**src/rtl/ct_mat_cfg_pkg.sv**
```systemverilog
// ---------------------------------------------------------------------------
// Package: ct_mat_cfg_pkg
// Purpose: Shared types and helpers for the matrix-config checkpoint unit.
//   - one-hot optype codes carried on idu_mat_rf_pipe8_cfg_meta ({ALL,N,M,K})
//   - cfg_snap_t: full post-op size snapshot held per uncommitted cfg op
//   - pack_xmsize: packs sizes into the 64-bit {zero, K, N, M} layout used by
//     both the GPR writeback data and the committed xmsize CSR image
// ---------------------------------------------------------------------------
package ct_mat_cfg_pkg;

    localparam int CFG_IID_W    = 7;
    localparam int CFG_SIZE_K_W = 16;
    localparam int CFG_SIZE_M_W = 8;
    localparam int CFG_SIZE_N_W = 8;

    // One-hot optype codes, bit order {ALL, N, M, K}
    localparam logic [3:0] OP_K   = 4'b0001;
    localparam logic [3:0] OP_M   = 4'b0010;
    localparam logic [3:0] OP_N   = 4'b0100;
    localparam logic [3:0] OP_ALL = 4'b1000;

    typedef struct packed {
        logic [CFG_IID_W-1:0]    iid;
        logic [CFG_SIZE_K_W-1:0] k;
        logic [CFG_SIZE_M_W-1:0] m;
        logic [CFG_SIZE_N_W-1:0] n;
    } cfg_snap_t;

    // M occupies the low bits, N sits above M, K above N, rest zero.
    function automatic logic [63:0] pack_xmsize(
        input logic [CFG_SIZE_K_W-1:0] k,
        input logic [CFG_SIZE_M_W-1:0] m,
        input logic [CFG_SIZE_N_W-1:0] n
    );
        logic [63:0] r;
        r = '0;
        r[0 +: CFG_SIZE_M_W]                             = m;
        r[CFG_SIZE_M_W +: CFG_SIZE_N_W]                  = n;
        r[CFG_SIZE_M_W + CFG_SIZE_N_W +: CFG_SIZE_K_W]   = k;
        return r;
    endfunction

endpackage

```
**src/rtl/ct_mat_cfg_ckpt_unit_if.sv**
```systemverilog
// ---------------------------------------------------------------------------
// Interface: ct_mat_cfg_ckpt_unit_if
// Purpose: Bundles every non-clock/reset signal of ct_mat_cfg_ckpt_unit.
//   slave  modport : the cfg unit (consumes issue/retire/flush, drives results)
//   master modport : the surrounding pipeline (IDU/RTU side)
// Signals:
//   rtu_yy_xx_flush               pipeline flush
//   idu_mat_rf_cfg_sel            RF issues a cfg op (valid)
//   idu_mat_rf_pipe8_*            iid / one-hot optype / dst info / rs1 value
//   rtu_mat_cfg_retire_vld/_iid   retire of the oldest cfg op
//   mat_cfg_idu_full              back-pressure to RF for the next cycle
//   x_sizeK/M/N                   speculative sizes
//   mat_cfg_cbus_ex1_pipe8_*      complete bus
//   mat_cfg_ex1_wb_preg_*         GPR writeback
//   mat_cfg_ex1_sat               EX1 value was clamped
//   mat_cfg_sync_xmsize_csr       committed {zero, K, N, M}
// ---------------------------------------------------------------------------
interface ct_mat_cfg_ckpt_unit_if #(
    parameter int IID_W    = 7,
    parameter int PREG_W   = 7,
    parameter int SIZE_K_W = 16,
    parameter int SIZE_M_W = 8,
    parameter int SIZE_N_W = 8
);
    logic                rtu_yy_xx_flush;
    logic                idu_mat_rf_cfg_sel;
    logic [IID_W-1:0]    idu_mat_rf_pipe8_iid;
    logic [3:0]          idu_mat_rf_pipe8_cfg_meta;
    logic                idu_mat_rf_pipe8_cfg_dst_vld;
    logic [PREG_W-1:0]   idu_mat_rf_pipe8_cfg_dst_preg;
    logic [63:0]         idu_mat_rf_pipe8_cfg_src0;
    logic                rtu_mat_cfg_retire_vld;
    logic [IID_W-1:0]    rtu_mat_cfg_retire_iid;

    logic                mat_cfg_idu_full;
    logic [SIZE_K_W-1:0] x_sizeK;
    logic [SIZE_M_W-1:0] x_sizeM;
    logic [SIZE_N_W-1:0] x_sizeN;
    logic                mat_cfg_cbus_ex1_pipe8_sel;
    logic [IID_W-1:0]    mat_cfg_cbus_ex1_pipe8_iid;
    logic                mat_cfg_ex1_wb_preg_vld;
    logic [PREG_W-1:0]   mat_cfg_ex1_wb_preg;
    logic [63:0]         mat_cfg_ex1_wb_preg_data;
    logic                mat_cfg_ex1_sat;
    logic [63:0]         mat_cfg_sync_xmsize_csr;

    modport slave (
        input  rtu_yy_xx_flush, idu_mat_rf_cfg_sel, idu_mat_rf_pipe8_iid,
               idu_mat_rf_pipe8_cfg_meta, idu_mat_rf_pipe8_cfg_dst_vld,
               idu_mat_rf_pipe8_cfg_dst_preg, idu_mat_rf_pipe8_cfg_src0,
               rtu_mat_cfg_retire_vld, rtu_mat_cfg_retire_iid,
        output mat_cfg_idu_full, x_sizeK, x_sizeM, x_sizeN,
               mat_cfg_cbus_ex1_pipe8_sel, mat_cfg_cbus_ex1_pipe8_iid,
               mat_cfg_ex1_wb_preg_vld, mat_cfg_ex1_wb_preg,
               mat_cfg_ex1_wb_preg_data, mat_cfg_ex1_sat,
               mat_cfg_sync_xmsize_csr
    );

    modport master (
        output rtu_yy_xx_flush, idu_mat_rf_cfg_sel, idu_mat_rf_pipe8_iid,
               idu_mat_rf_pipe8_cfg_meta, idu_mat_rf_pipe8_cfg_dst_vld,
               idu_mat_rf_pipe8_cfg_dst_preg, idu_mat_rf_pipe8_cfg_src0,
               rtu_mat_cfg_retire_vld, rtu_mat_cfg_retire_iid,
        input  mat_cfg_idu_full, x_sizeK, x_sizeM, x_sizeN,
               mat_cfg_cbus_ex1_pipe8_sel, mat_cfg_cbus_ex1_pipe8_iid,
               mat_cfg_ex1_wb_preg_vld, mat_cfg_ex1_wb_preg,
               mat_cfg_ex1_wb_preg_data, mat_cfg_ex1_sat,
               mat_cfg_sync_xmsize_csr
    );

endinterface

```
**src/rtl/ct_mat_cfg_ckpt_fifo.sv**
```systemverilog
// ---------------------------------------------------------------------------
// Module: ct_mat_cfg_ckpt_fifo
// Purpose: In-order FIFO of uncommitted cfg snapshots (cfg_snap_t).
//   Push appends the EX1 post-op snapshot, pop drops the head on retire,
//   clear empties the FIFO on flush (clear dominates push and pop).
// Ports:
//   ctrl_clk, cpurst_b   clock, async active-low reset
//   i_push, i_push_data  append snapshot
//   i_pop                drop head
//   i_clear              empty the FIFO
//   o_head               current head snapshot (valid when !o_empty)
//   o_count              occupancy, 0..DEPTH
//   o_full, o_empty      occupancy flags
// ---------------------------------------------------------------------------
module ct_mat_cfg_ckpt_fifo
    import ct_mat_cfg_pkg::*;
#(
    parameter int DEPTH = 4
) (
    input  logic                       ctrl_clk,
    input  logic                       cpurst_b,
    input  logic                       i_push,
    input  cfg_snap_t                  i_push_data,
    input  logic                       i_pop,
    input  logic                       i_clear,
    output cfg_snap_t                  o_head,
    output logic [$clog2(DEPTH):0]     o_count,
    output logic                       o_full,
    output logic                       o_empty
);

    localparam int PTR_W = $clog2(DEPTH);
    localparam int CNT_W = PTR_W + 1;

    cfg_snap_t           r_mem [DEPTH];
    logic [PTR_W-1:0]    r_wptr;
    logic [PTR_W-1:0]    r_rptr;
    logic [CNT_W-1:0]    r_count;

    logic                w_push_ok;
    logic                w_pop_ok;

    assign o_full   = (r_count == CNT_W'(DEPTH));
    assign o_empty  = (r_count == '0);
    assign o_count  = r_count;
    assign o_head   = r_mem[r_rptr];

    // A push into a full FIFO is only accepted when a pop frees the head
    // slot in the same cycle.
    assign w_pop_ok  = i_pop & ~o_empty;
    assign w_push_ok = i_push & (~o_full | w_pop_ok);

    always_ff @(posedge ctrl_clk or negedge cpurst_b) begin
        if (!cpurst_b) begin
            r_wptr  <= '0;
            r_rptr  <= '0;
            r_count <= '0;
            for (int i = 0; i < DEPTH; i++) begin
                r_mem[i] <= '0;
            end
        end else if (i_clear) begin
            r_wptr  <= '0;
            r_rptr  <= '0;
            r_count <= '0;
        end else begin
            if (w_push_ok) begin
                r_mem[r_wptr] <= i_push_data;
                r_wptr        <= r_wptr + PTR_W'(1);
            end
            if (w_pop_ok) begin
                r_rptr <= r_rptr + PTR_W'(1);
            end
            r_count <= r_count + CNT_W'(w_push_ok) - CNT_W'(w_pop_ok);
        end
    end

endmodule

```
**src/rtl/ct_mat_cfg_ckpt_unit.sv**
```systemverilog
// ---------------------------------------------------------------------------
// Module: ct_mat_cfg_ckpt_unit
// Purpose: Matrix-config execute unit on pipe8 with checkpointing.
//   RF->EX1 is one register stage. EX1 decodes the one-hot optype, builds the
//   new speculative K/M/N sizes, completes on the cbus, writes back the GPR
//   and pushes the post-op snapshot into an in-order FIFO. Retire pops the
//   head into the committed sizes; flush drops EX1, empties the FIFO and
//   rolls speculative sizes back to the (post-retire) committed sizes.
// Configuration macro:
//   MAT_CFG_SAT_EN  defined   -> written fields clamp to MAX_*, sat reports it
//                   undefined -> fields are truncated to width, sat is 0
// Ports:
//   ctrl_clk   clock
//   cpurst_b   reset, asynchronous, active-low
//   bus        ct_mat_cfg_ckpt_unit_if.slave (issue, retire, flush, results)
// Handshake: idu_mat_rf_cfg_sel is a valid qualified by the previous-cycle
//   view of mat_cfg_idu_full; full is raised one op early (count==DEPTH-1 with
//   an op in EX1) because the issued op only pushes two edges later.
// ---------------------------------------------------------------------------
module ct_mat_cfg_ckpt_unit
    import ct_mat_cfg_pkg::*;
#(
    parameter int SIZE_K_W = 16,
    parameter int SIZE_M_W = 8,
    parameter int SIZE_N_W = 8,
    parameter int MAX_K    = 512,
    parameter int MAX_M    = 16,
    parameter int MAX_N    = 16,
    parameter int IID_W    = 7,
    parameter int PREG_W   = 7,
    parameter int DEPTH    = 4
) (
    input  logic                    ctrl_clk,
    input  logic                    cpurst_b,
    ct_mat_cfg_ckpt_unit_if.slave   bus
);

    localparam int CNT_W = $clog2(DEPTH) + 1;

    // ---------------- RF -> EX1 stage ----------------
    logic                r_ex1_vld;
    logic [IID_W-1:0]    r_ex1_iid;
    logic [3:0]          r_ex1_meta;
    logic                r_ex1_dst_vld;
    logic [PREG_W-1:0]   r_ex1_preg;
    logic [63:0]         r_ex1_src0;

    always_ff @(posedge ctrl_clk or negedge cpurst_b) begin
        if (!cpurst_b) begin
            r_ex1_vld     <= 1'b0;
            r_ex1_iid     <= '0;
            r_ex1_meta    <= '0;
            r_ex1_dst_vld <= 1'b0;
            r_ex1_preg    <= '0;
            r_ex1_src0    <= '0;
        end else begin
            r_ex1_vld <= bus.idu_mat_rf_cfg_sel & ~bus.rtu_yy_xx_flush;
            if (bus.idu_mat_rf_cfg_sel) begin
                r_ex1_iid     <= bus.idu_mat_rf_pipe8_iid;
                r_ex1_meta    <= bus.idu_mat_rf_pipe8_cfg_meta;
                r_ex1_dst_vld <= bus.idu_mat_rf_pipe8_cfg_dst_vld;
                r_ex1_preg    <= bus.idu_mat_rf_pipe8_cfg_dst_preg;
                r_ex1_src0    <= bus.idu_mat_rf_pipe8_cfg_src0;
            end
        end
    end

    // ---------------- size state ----------------
    logic [SIZE_K_W-1:0] r_spec_k, r_comm_k;
    logic [SIZE_M_W-1:0] r_spec_m, r_comm_m;
    logic [SIZE_N_W-1:0] r_spec_n, r_comm_n;

    // ---------------- EX1 decode ----------------
    logic                w_k_wr, w_m_wr, w_n_wr;
    logic [SIZE_K_W-1:0] w_k_fld, w_k_val, w_new_k;
    logic [SIZE_M_W-1:0] w_m_fld, w_m_val, w_new_m;
    logic [SIZE_N_W-1:0] w_n_fld, w_n_val, w_new_n;
    logic                w_sat_raw;
    logic                w_ex1_go;

    // Single-field ops take their value from the low bits of rs1; ALL takes
    // M, N, K from consecutive fields in the same layout as the xmsize CSR.
    // Non one-hot meta selects nothing, so the op completes with sizes intact.
    always_comb begin
        w_k_wr  = 1'b0;
        w_m_wr  = 1'b0;
        w_n_wr  = 1'b0;
        w_k_fld = r_ex1_src0[0 +: SIZE_K_W];
        w_m_fld = r_ex1_src0[0 +: SIZE_M_W];
        w_n_fld = r_ex1_src0[0 +: SIZE_N_W];
        case (r_ex1_meta)
            OP_K:    w_k_wr = 1'b1;
            OP_M:    w_m_wr = 1'b1;
            OP_N:    w_n_wr = 1'b1;
            OP_ALL: begin
                w_k_wr  = 1'b1;
                w_m_wr  = 1'b1;
                w_n_wr  = 1'b1;
                w_n_fld = r_ex1_src0[SIZE_M_W +: SIZE_N_W];
                w_k_fld = r_ex1_src0[SIZE_M_W + SIZE_N_W +: SIZE_K_W];
            end
            default: ;
        endcase
    end

`ifdef MAT_CFG_SAT_EN
    localparam logic [SIZE_K_W-1:0] K_LIM = SIZE_K_W'(MAX_K);
    localparam logic [SIZE_M_W-1:0] M_LIM = SIZE_M_W'(MAX_M);
    localparam logic [SIZE_N_W-1:0] N_LIM = SIZE_N_W'(MAX_N);

    logic w_k_ovf, w_m_ovf, w_n_ovf;

    // Only fields the op actually writes can saturate.
    assign w_k_ovf   = w_k_wr & (w_k_fld > K_LIM);
    assign w_m_ovf   = w_m_wr & (w_m_fld > M_LIM);
    assign w_n_ovf   = w_n_wr & (w_n_fld > N_LIM);
    assign w_k_val   = w_k_ovf ? K_LIM : w_k_fld;
    assign w_m_val   = w_m_ovf ? M_LIM : w_m_fld;
    assign w_n_val   = w_n_ovf ? N_LIM : w_n_fld;
    assign w_sat_raw = w_k_ovf | w_m_ovf | w_n_ovf;
`else
    assign w_k_val   = w_k_fld;
    assign w_m_val   = w_m_fld;
    assign w_n_val   = w_n_fld;
    assign w_sat_raw = 1'b0;
`endif

    assign w_new_k = w_k_wr ? w_k_val : r_spec_k;
    assign w_new_m = w_m_wr ? w_m_val : r_spec_m;
    assign w_new_n = w_n_wr ? w_n_val : r_spec_n;

    // A flush in the EX1 cycle kills the op: no complete, no wb, no push.
    assign w_ex1_go = r_ex1_vld & ~bus.rtu_yy_xx_flush;

    // ---------------- checkpoint FIFO ----------------
    cfg_snap_t           w_push_snap;
    cfg_snap_t           w_head;
    logic [CNT_W-1:0]    w_count;
    logic                w_fifo_full;
    logic                w_fifo_empty;
    logic                w_retire;

    assign w_push_snap.iid = r_ex1_iid;
    assign w_push_snap.k   = w_new_k;
    assign w_push_snap.m   = w_new_m;
    assign w_push_snap.n   = w_new_n;

    assign w_retire = bus.rtu_mat_cfg_retire_vld & ~w_fifo_empty;

    ct_mat_cfg_ckpt_fifo #(
        .DEPTH (DEPTH)
    ) u_fifo (
        .ctrl_clk    (ctrl_clk),
        .cpurst_b    (cpurst_b),
        .i_push      (w_ex1_go),
        .i_push_data (w_push_snap),
        .i_pop       (bus.rtu_mat_cfg_retire_vld),
        .i_clear     (bus.rtu_yy_xx_flush),
        .o_head      (w_head),
        .o_count     (w_count),
        .o_full      (w_fifo_full),
        .o_empty     (w_fifo_empty)
    );

    // ---------------- committed / speculative update ----------------
    logic [SIZE_K_W-1:0] w_comm_k_nxt;
    logic [SIZE_M_W-1:0] w_comm_m_nxt;
    logic [SIZE_N_W-1:0] w_comm_n_nxt;

    assign w_comm_k_nxt = w_retire ? w_head.k : r_comm_k;
    assign w_comm_m_nxt = w_retire ? w_head.m : r_comm_m;
    assign w_comm_n_nxt = w_retire ? w_head.n : r_comm_n;

    // Flush restores from the post-retire committed view, so a retire in the
    // flush cycle is not lost.
    always_ff @(posedge ctrl_clk or negedge cpurst_b) begin
        if (!cpurst_b) begin
            r_comm_k <= '0;
            r_comm_m <= '0;
            r_comm_n <= '0;
            r_spec_k <= '0;
            r_spec_m <= '0;
            r_spec_n <= '0;
        end else begin
            r_comm_k <= w_comm_k_nxt;
            r_comm_m <= w_comm_m_nxt;
            r_comm_n <= w_comm_n_nxt;
            if (bus.rtu_yy_xx_flush) begin
                r_spec_k <= w_comm_k_nxt;
                r_spec_m <= w_comm_m_nxt;
                r_spec_n <= w_comm_n_nxt;
            end else if (w_ex1_go) begin
                r_spec_k <= w_new_k;
                r_spec_m <= w_new_m;
                r_spec_n <= w_new_n;
            end
        end
    end

    // ---------------- outputs ----------------
    assign bus.mat_cfg_idu_full = w_fifo_full |
                                  ((w_count == CNT_W'(DEPTH - 1)) & r_ex1_vld);

    assign bus.x_sizeK = r_spec_k;
    assign bus.x_sizeM = r_spec_m;
    assign bus.x_sizeN = r_spec_n;

    assign bus.mat_cfg_cbus_ex1_pipe8_sel = w_ex1_go;
    assign bus.mat_cfg_cbus_ex1_pipe8_iid = r_ex1_iid;
    assign bus.mat_cfg_ex1_wb_preg_vld    = w_ex1_go & r_ex1_dst_vld;
    assign bus.mat_cfg_ex1_wb_preg        = r_ex1_preg;
    assign bus.mat_cfg_ex1_wb_preg_data   = w_ex1_go ? pack_xmsize(w_new_k, w_new_m, w_new_n) : 64'd0;
    assign bus.mat_cfg_ex1_sat            = w_ex1_go & w_sat_raw;
    assign bus.mat_cfg_sync_xmsize_csr    = pack_xmsize(r_comm_k, r_comm_m, r_comm_n);

    // ---------------- protocol checks ----------------
    a_retire_head: assert property (@(posedge ctrl_clk) disable iff (!cpurst_b)
        bus.rtu_mat_cfg_retire_vld |-> (!w_fifo_empty && (w_head.iid == bus.rtu_mat_cfg_retire_iid)));

    a_issue_not_full: assert property (@(posedge ctrl_clk) disable iff (!cpurst_b)
        bus.idu_mat_rf_cfg_sel |-> !w_fifo_full);

endmodule

```
**src/flat_wrapper.sv**
```systemverilog
// flat-port wrapper written by rule: the top's interface ports become plain ports
module ct_mat_cfg_ckpt_unit_flat import ct_mat_cfg_pkg::*;
#(
    parameter int SIZE_K_W = 16,
    parameter int SIZE_M_W = 8,
    parameter int SIZE_N_W = 8,
    parameter int MAX_K    = 512,
    parameter int MAX_M    = 16,
    parameter int MAX_N    = 16,
    parameter int IID_W    = 7,
    parameter int PREG_W   = 7,
    parameter int DEPTH    = 4
)
  (ctrl_clk, cpurst_b, bus_rtu_yy_xx_flush, bus_idu_mat_rf_cfg_sel, bus_idu_mat_rf_pipe8_iid, bus_idu_mat_rf_pipe8_cfg_meta, bus_idu_mat_rf_pipe8_cfg_dst_vld, bus_idu_mat_rf_pipe8_cfg_dst_preg, bus_idu_mat_rf_pipe8_cfg_src0, bus_rtu_mat_cfg_retire_vld, bus_rtu_mat_cfg_retire_iid, bus_mat_cfg_idu_full, bus_x_sizeK, bus_x_sizeM, bus_x_sizeN, bus_mat_cfg_cbus_ex1_pipe8_sel, bus_mat_cfg_cbus_ex1_pipe8_iid, bus_mat_cfg_ex1_wb_preg_vld, bus_mat_cfg_ex1_wb_preg, bus_mat_cfg_ex1_wb_preg_data, bus_mat_cfg_ex1_sat, bus_mat_cfg_sync_xmsize_csr);
  ct_mat_cfg_ckpt_unit_if #(.IID_W(IID_W), .PREG_W(PREG_W), .SIZE_K_W(SIZE_K_W), .SIZE_M_W(SIZE_M_W), .SIZE_N_W(SIZE_N_W)) bus_i ();
  input  logic ctrl_clk;
  input  logic cpurst_b;
  input wire logic [$bits(bus_i.rtu_yy_xx_flush)-1:0] bus_rtu_yy_xx_flush;
  input wire logic [$bits(bus_i.idu_mat_rf_cfg_sel)-1:0] bus_idu_mat_rf_cfg_sel;
  input wire logic [$bits(bus_i.idu_mat_rf_pipe8_iid)-1:0] bus_idu_mat_rf_pipe8_iid;
  input wire logic [$bits(bus_i.idu_mat_rf_pipe8_cfg_meta)-1:0] bus_idu_mat_rf_pipe8_cfg_meta;
  input wire logic [$bits(bus_i.idu_mat_rf_pipe8_cfg_dst_vld)-1:0] bus_idu_mat_rf_pipe8_cfg_dst_vld;
  input wire logic [$bits(bus_i.idu_mat_rf_pipe8_cfg_dst_preg)-1:0] bus_idu_mat_rf_pipe8_cfg_dst_preg;
  input wire logic [$bits(bus_i.idu_mat_rf_pipe8_cfg_src0)-1:0] bus_idu_mat_rf_pipe8_cfg_src0;
  input wire logic [$bits(bus_i.rtu_mat_cfg_retire_vld)-1:0] bus_rtu_mat_cfg_retire_vld;
  input wire logic [$bits(bus_i.rtu_mat_cfg_retire_iid)-1:0] bus_rtu_mat_cfg_retire_iid;
  output wire logic [$bits(bus_i.mat_cfg_idu_full)-1:0] bus_mat_cfg_idu_full;
  output wire logic [$bits(bus_i.x_sizeK)-1:0] bus_x_sizeK;
  output wire logic [$bits(bus_i.x_sizeM)-1:0] bus_x_sizeM;
  output wire logic [$bits(bus_i.x_sizeN)-1:0] bus_x_sizeN;
  output wire logic [$bits(bus_i.mat_cfg_cbus_ex1_pipe8_sel)-1:0] bus_mat_cfg_cbus_ex1_pipe8_sel;
  output wire logic [$bits(bus_i.mat_cfg_cbus_ex1_pipe8_iid)-1:0] bus_mat_cfg_cbus_ex1_pipe8_iid;
  output wire logic [$bits(bus_i.mat_cfg_ex1_wb_preg_vld)-1:0] bus_mat_cfg_ex1_wb_preg_vld;
  output wire logic [$bits(bus_i.mat_cfg_ex1_wb_preg)-1:0] bus_mat_cfg_ex1_wb_preg;
  output wire logic [$bits(bus_i.mat_cfg_ex1_wb_preg_data)-1:0] bus_mat_cfg_ex1_wb_preg_data;
  output wire logic [$bits(bus_i.mat_cfg_ex1_sat)-1:0] bus_mat_cfg_ex1_sat;
  output wire logic [$bits(bus_i.mat_cfg_sync_xmsize_csr)-1:0] bus_mat_cfg_sync_xmsize_csr;
  assign bus_i.rtu_yy_xx_flush = bus_rtu_yy_xx_flush;
  assign bus_i.idu_mat_rf_cfg_sel = bus_idu_mat_rf_cfg_sel;
  assign bus_i.idu_mat_rf_pipe8_iid = bus_idu_mat_rf_pipe8_iid;
  assign bus_i.idu_mat_rf_pipe8_cfg_meta = bus_idu_mat_rf_pipe8_cfg_meta;
  assign bus_i.idu_mat_rf_pipe8_cfg_dst_vld = bus_idu_mat_rf_pipe8_cfg_dst_vld;
  assign bus_i.idu_mat_rf_pipe8_cfg_dst_preg = bus_idu_mat_rf_pipe8_cfg_dst_preg;
  assign bus_i.idu_mat_rf_pipe8_cfg_src0 = bus_idu_mat_rf_pipe8_cfg_src0;
  assign bus_i.rtu_mat_cfg_retire_vld = bus_rtu_mat_cfg_retire_vld;
  assign bus_i.rtu_mat_cfg_retire_iid = bus_rtu_mat_cfg_retire_iid;
  assign bus_mat_cfg_idu_full = bus_i.mat_cfg_idu_full;
  assign bus_x_sizeK = bus_i.x_sizeK;
  assign bus_x_sizeM = bus_i.x_sizeM;
  assign bus_x_sizeN = bus_i.x_sizeN;
  assign bus_mat_cfg_cbus_ex1_pipe8_sel = bus_i.mat_cfg_cbus_ex1_pipe8_sel;
  assign bus_mat_cfg_cbus_ex1_pipe8_iid = bus_i.mat_cfg_cbus_ex1_pipe8_iid;
  assign bus_mat_cfg_ex1_wb_preg_vld = bus_i.mat_cfg_ex1_wb_preg_vld;
  assign bus_mat_cfg_ex1_wb_preg = bus_i.mat_cfg_ex1_wb_preg;
  assign bus_mat_cfg_ex1_wb_preg_data = bus_i.mat_cfg_ex1_wb_preg_data;
  assign bus_mat_cfg_ex1_sat = bus_i.mat_cfg_ex1_sat;
  assign bus_mat_cfg_sync_xmsize_csr = bus_i.mat_cfg_sync_xmsize_csr;
  ct_mat_cfg_ckpt_unit #(.SIZE_K_W(SIZE_K_W), .SIZE_M_W(SIZE_M_W), .SIZE_N_W(SIZE_N_W), .MAX_K(MAX_K), .MAX_M(MAX_M), .MAX_N(MAX_N), .IID_W(IID_W), .PREG_W(PREG_W), .DEPTH(DEPTH)) u_core (.ctrl_clk(ctrl_clk), .cpurst_b(cpurst_b), .bus(bus_i));
endmodule
```
**config.mk**
```make
export PLATFORM = sky130hd
export DESIGN_NAME = ct_mat_cfg_ckpt_unit_flat
export DESIGN_NICKNAME = d
export VERILOG_FILES = /design/src/rtl/ct_mat_cfg_pkg.sv /design/src/rtl/ct_mat_cfg_ckpt_unit_if.sv /design/src/rtl/ct_mat_cfg_ckpt_fifo.sv /design/src/rtl/ct_mat_cfg_ckpt_unit.sv /design/src/flat_wrapper.sv
export SDC_FILE = /design/constraint.sdc
export NUM_CORES = 1
export LEC_CHECK = 0
export BUFFER_PORTS_ARGS = -buffer_cell sky130_fd_sc_hd__buf_2
export CORE_MARGIN = 4
export CORE_UTILIZATION = 49
export CTS_BUF_LIST = sky130_fd_sc_hd__clkbuf_16
export CTS_CLUSTER_DIAMETER = 30
export DETAILED_ROUTE_END_ITERATION = 8
export GPL_TIMING_DRIVEN = 0
export PLACE_DENSITY_LB_ADDON = 0.05
export SLEW_MARGIN = 20
export SYNTH_ARGS = -nofsm -noshare
export SYNTH_HDL_FRONTEND = slang
export SYNTH_SLANG_ARGS = --single-unit
export TNS_END_PERCENT = 5
```
**constraint.sdc**
```tcl
create_clock -name ctrl_clk -period 4.95 [get_ports ctrl_clk]
set_input_delay 0.7425 -clock ctrl_clk [delete_from_list [all_inputs] [get_ports ctrl_clk]]
set_output_delay 0.7425 -clock ctrl_clk [all_outputs]
set_load 0.03 [all_outputs]
```
# Word level (Yosys, flattened, before mapping)
# Index checks and enable logic that the tools add are counted.
# Widths: inputs -> output; s select.
# classes
addsub	4
mul	0
n_div	0
order_cmp	3
n_eq_ne	6
n_shift	0
n_mux	29
bitwise_logic	13
reduce_logical	9
# op_table
cell	count
$bwmux 156	1
$mux 32	3
$mux 16	5
$bmux 39 s2	1
$demux 39 s2	1
$mux 8	9
$mux 39	1
$mux 2	4
$and 1x1->1	6
$ge 3x3->1 const B	2
$not 2->3	2
$reduce_bool 2->1	3
$reduce_or 2->1	3
$add 2x1->2 const B	2
$eq 4x1->1 const B	1
$eq 4x2->1 const B	1
$eq 4x3->1 const B	1
$eq 4x4->1 const B	1
$add 3x1->3	1
$eq 3x2->1 const B	1
$eq 3x3->1 const B	1
$logic_not 3->1	1
$lt 3x1->1 const B	1
$mux 1	3
6 further kinds	9
# totals
reg_bits	279
latchBits	0
ram_bits	0
romBits	0
inputBits	95
elab_cells	95
memories	0

# Depth between registers and ports, before layout
# logic_depth
depth_word	8
ltp_mapped	12

# By module
# From an unflattened synthesis, not the netlist that was laid out.
# hier_totals
hier_cells	928
area_unflattened_um2	13329.0
# modules_own_cells
module	instances	cells_per_inst	area_each_um2	seq_area_each_um2
ct_mat_cfg_ckpt_fifo	1	424	7345.8	4078.9
ct_mat_cfg_ckpt_unit	1	504	5983.2	2902.8

# Least setup slack after synthesis
# No wires, ideal clock.
# synth_timing
path_type	in2reg
from	input bus_rtu_yy_xx_flush
to	register u_core.u_fifo.r_count[2] (netlist: u_core.u_fifo.o_count[2])
t_arrival_ps	2592
required_time_ps	4818
path_slack_ps	2226
stages	12
path_buffers	2
path_cell_list	buf_2 -> nand2b_1 -> clkbuf_1 -> inv_2 -> and2_1 -> a21o_1 -> ha_1 -> inv_1 -> fa_1 -> xor2_1 -> xnor2_1 -> nor2_1
# synth_via
elab_chain_cells	6
# synth_lines
element	line_no	source
from (decl)	flat_wrapper.sv:18	input wire logic [$bits(bus_i.rtu_yy_xx_flush)-1:0] bus_rtu_yy_xx_flush;
$not 1->1 (no line)	-	
$and 1x1->1	ct_mat_cfg_ckpt_unit.sv:133	assign w_ex1_go = r_ex1_vld & ~bus.rtu_yy_xx_flush;
net bus_mat_cfg_cbus_ex1_pipe8_sel	flat_wrapper.sv:31	output wire logic [$bits(bus_i.mat_cfg_cbus_ex1_pipe8_sel)-1:0] bus_mat_cfg_cbus_ex1_pipe8_sel;
$and 1x1->1	ct_mat_cfg_ckpt_fifo.sv:51	assign w_push_ok = i_push & (~o_full | w_pop_ok);
$add 3x1->3	ct_mat_cfg_ckpt_fifo.sv:73	r_count <= r_count + CNT_W'(w_push_ok) - CNT_W'(w_pop_ok);
$sub 3x1->3	ct_mat_cfg_ckpt_fifo.sv:73	
$mux 3	ct_mat_cfg_ckpt_fifo.sv:61	end else if (i_clear) begin
to (signal assigned)	ct_mat_cfg_ckpt_fifo.sv:73	
to (decl)	ct_mat_cfg_ckpt_fifo.sv:38	logic [CNT_W-1:0] r_count;
# The timed path passes the listed nets, and every way through them passes these cells.
# A chain may end at the register's enable or synchronous reset.

# Final worst setup path
# layout_timing
from	register u_core.r_ex1_meta[2]
to	output bus_mat_cfg_ex1_wb_preg_data[25]
# layout_via
elab_chain_cells	5
elab_cells_between_ends	7
cone_classes	2 x eq/ne; 4 x mux; 1 x reduce/logical
# layout_lines
element	line_no	source
from (decl)	ct_mat_cfg_ckpt_unit.sv:43	logic [3:0] r_ex1_meta;
from (signal assigned)	ct_mat_cfg_ckpt_unit.sv:60	r_ex1_meta <= bus.idu_mat_rf_pipe8_cfg_meta;
$eq 4x1->1 or $eq 4x4->1 (tied branches)	ct_mat_cfg_ckpt_unit.sv:91	case (r_ex1_meta)
$reduce_or 2->1 (no line)	-	
$mux 1	ct_mat_cfg_ckpt_unit.sv:91	
$mux 16 *	ct_mat_cfg_ckpt_unit.sv:128	assign w_new_k = w_k_wr ? w_k_val : r_spec_k;
$mux 32 *	ct_mat_cfg_ckpt_unit.sv:212	assign bus.mat_cfg_ex1_wb_preg_data = w_ex1_go ? pack_xmsize(w_new_k, w_new_m, w_new_n) : 64'd0;
to (decl)	flat_wrapper.sv:35	output wire logic [$bits(bus_i.mat_cfg_ex1_wb_preg_data)-1:0] bus_mat_cfg_ex1_wb_preg_data;
# Every way passes the cells marked *; elsewhere a longest branch is shown, timed or not.

==> qor.txt <==
Cell Rows -> 56
Outcome -> finished clean
Die Footprint -> 26,900 um2
DIE HEIGHT -> 164 um
Register bit count reported by yosys -> 251
Drc violations -> 0
DRT antenna net count -> 0
Initial antenna violation count -> 1
Diode count -> 0
Final period utilization -> 0.776
Worst skew pair latency -> 550 ps
Sequential area share after synthesis -> 0.527
Synth Flop Type -> dfrtp_1
Starting Density -> 0.503
DR vias -> 9,242
Final Skew -> 13.4 ps
CTS sink cnt -> 251
Vias per std cell -> 5.50
Critical Path Sink Type -> output port
Final Hold Viols -> 0
Static Leak -> 0.00744 uW
Global-route wire length before repair -> 55,400 um
Total GRT Usage -> 0.274
CTS Root Cell -> clkbuf_16
Unique masters post-synth -> 47
GPL Wtd Cong -> 0.849
CTS clk-pin slew, worst paths -> 40 ps
CP Launch Type -> flip-flop
CP Max Fanout -> 9
Post-Syn Area -> 11,900 um2
CTS HTree Levels -> 2
CP max stage cell -> a21oi_1
Most frequent cell after synthesis -> dfrtp_1
Max-slew violation count -> 0
Unrepaired setup endpoints after global routing -> no
CTS tree -> yes
Count of input and output buffers -> 166
First drt pass iteration count -> 5
Max VDD drop -> 0.326 mV
Routed WL -> 36,700 um
Number of synthesized flops with an enable pin -> 0
Buf/Inv on CP -> 2
Grt ovf -> 0
Top cell type by total area after synthesis -> dfrtp_1
Post-CTS sizing -> 0
Average size of a mapped cell -> 11.6 um2
Post-synth top area share -> 0.527
CTS buffer count -> 55
Relative slew slack -> 0.308
Setup Buffers After CTS -> 0
Clock buffer depth -> 3
Placeable Area -> 23,700 um2
Die Wd -> 164 um
YS warnings -> 0
Io pins -> 273
Worst-margin pin slew -> 1020 ps
Min Tclk post-route -> 3840 ps
Crit path DAT -> 3100 ps
Fmax -> 260 MHz
CP Data Required Time -> 4210 ps
Hold crit path type -> input port to async pin
CP top delay family -> compound AO/OA/AOI/OAI gates
Synthesis-to-layout area growth -> 28.6%
Largest net degree at the start of global routing -> 94
DP HPWL -> 25,400 um
WHS -> 192 ps
Syn Inst Count -> 1,029
Final Util -> 0.647
Max_cap viols -> 0
CP cell instances -> or2_2 > clkbuf_1 > a21oi_1 > o22ai_1 > nor2_1 > buf_2
Iter 0 DRT Violations -> 727
Vias in the first global route -> 9,330
WS Path Type -> flip-flop to output port
Fraction of layout cells with a size suffix above 1 -> 0.385
Final setup viols -> 0
Async set-reset flop share out of synthesis -> 1.00
Hold buffers post-CTS -> 0
Synth top cells by count -> dfrtp_1 (251), o21ai_0 (139), nand2_1 (134), mux2_2 (121), buf_4 (72)
Nets -> 1,419
Top cells by area, synth -> dfrtp_1 (53%), mux2_2 (11%), mux4_2 (6.0%)
Largest stage delay on the critical path -> 770 ps
Wire length per cell -> 21.9 um
Pwr/cell area -> 611 nW/um2
## per-layer routing
metal / GRT usage / up-vias / share of wire
met5: 0 / - / 0.00035
met4: 0.112 / 2 / 0.038
met3: 0.0725 / 90 / 0.080
met2: 0.422 / 412 / 0.46
met1: 0.370 / 4615 / 0.42
li1: - / 4123 / -
## where the power goes
group	leakage, uW	internal, uW	switching [uW]	total (uW)
Combinational	0.00319	1030	1620	2650
Sequential	0.00330	2620	415	3030
Clock	0.000951	2570	1110	3680
## final cells by class
type | count | area (um2)
buffer | 145 | 868
sequential | 251 | 6280
multi-input combinational | 693 | 4990
clock inverter | 42 | 450
clock buffer | 57 | 1430
fill | 1967 | 8360
inverter | 4 | 15.0
timing repair buffer | 168 | 896
tap | 319 | 399
## sequential cells by signal, summed over array words and instances, names as in the netlist
register and cells:
u_core.bus.x_sizeK 16, u_core.r_ex1_dst_vld 1, u_core.r_comm_m 8, u_core.bus.mat_cfg_cbus_ex1_pipe8_iid 7, u_core.r_ex1_vld 1, u_core.u_fifo.o_count 3, u_core.r_comm_k 16, u_core.r_ex1_meta 4
u_core.bus.x_sizeN 8, u_core.r_comm_n 8, u_core.u_fifo.r_rptr 2, u_core.u_fifo.r_wptr 2, u_core.u_fifo.r_mem 128, u_core.r_ex1_src0 32, u_core.bus.mat_cfg_ex1_wb_preg 7, u_core.bus.x_sizeM 8
## kinds of logic after synthesis
| logic type | synth area share |
|---|---|
| buf+inv | 0.0742 |
| fa+ha+maj | 0.00693 |
| xor+xnor | 0.00441 |
| flops | 0.527 |
| mux | 0.198 |
| simple gates | 0.0883 |
| compound gates | 0.101 |
| other cells | 0.000315 |
## worst paths after layout
path	from	cells after the start	slack [ps]	endpoint
worst max-delay path	u_core.r_ex1_meta[2]$_DFFE_PN0P_	6	1110	bus_mat_cfg_ex1_wb_preg_data[25]
worst min-delay path	cpurst_b	1	190	u_core.r_comm_n[3]$_DFF_PN0_
worst max register to register	u_core.u_fifo.o_count[1]$_DFF_PN0_	9	2450	u_core.u_fifo.o_count[2]$_DFF_PN0_
worst min register to register	u_core.u_fifo.r_mem[2]$_DFFE_PN0P_	2	470	u_core.u_fifo.r_mem[2]$_DFFE_PN0P_
max in group asynchronous	cpurst_b	3	3510	u_core.r_ex1_src0[17]$_DFFE_PN0P_
min in group ctrl_clk	bus_idu_mat_rf_pipe8_cfg_dst_preg[0]	2	420	u_core.bus.mat_cfg_ex1_wb_preg[0]$_DFFE_PN0P_
## stage by stage
step | instance area [um2] | setup WS, ps | TNS (ps) | power (uW) | cells
CTS | 15300 | 1170 | 0 | 9410 | 1679
floorplan | 12200 | 2230 | 0 | 4820 | 1093
detailed placement | 13400 | 1750 | 0 | 5700 | 1580
global route | 15300 | 1030 | 0 | 9800 | 1679
finish | 15300 | 1110 | 0 | 9360 | 1679
global placement | 13400 | -1520 | -374920 | 5640 | 1578
## cells in the final DEF, fill, tap and decap left out, types with 9 or more instances in the layout
| master | instances |
|---|---|
| dfrtp_1 | 251 |
| o22ai_1 | 16 |
| nand2_1 | 134 |
| conb_1 | 65 |
| clkinv_1 | 10 |
| o21ai_0 | 139 |
| buf_2 | 202 |
| clkinv_2 | 13 |
| inv_1 | 9 |
| clkbuf_1 | 30 |
| mux2_2 | 121 |
| nor2_1 | 34 |
| and2_1 | 11 |
| buf_4 | 72 |
| nand3_1 | 19 |
| bufinv_16 | 10 |
| mux4_2 | 32 |
| mux2i_1 | 24 |
| clkbuf_16 | 57 |
Note: power is estimated with default switching activity, not from simulation.
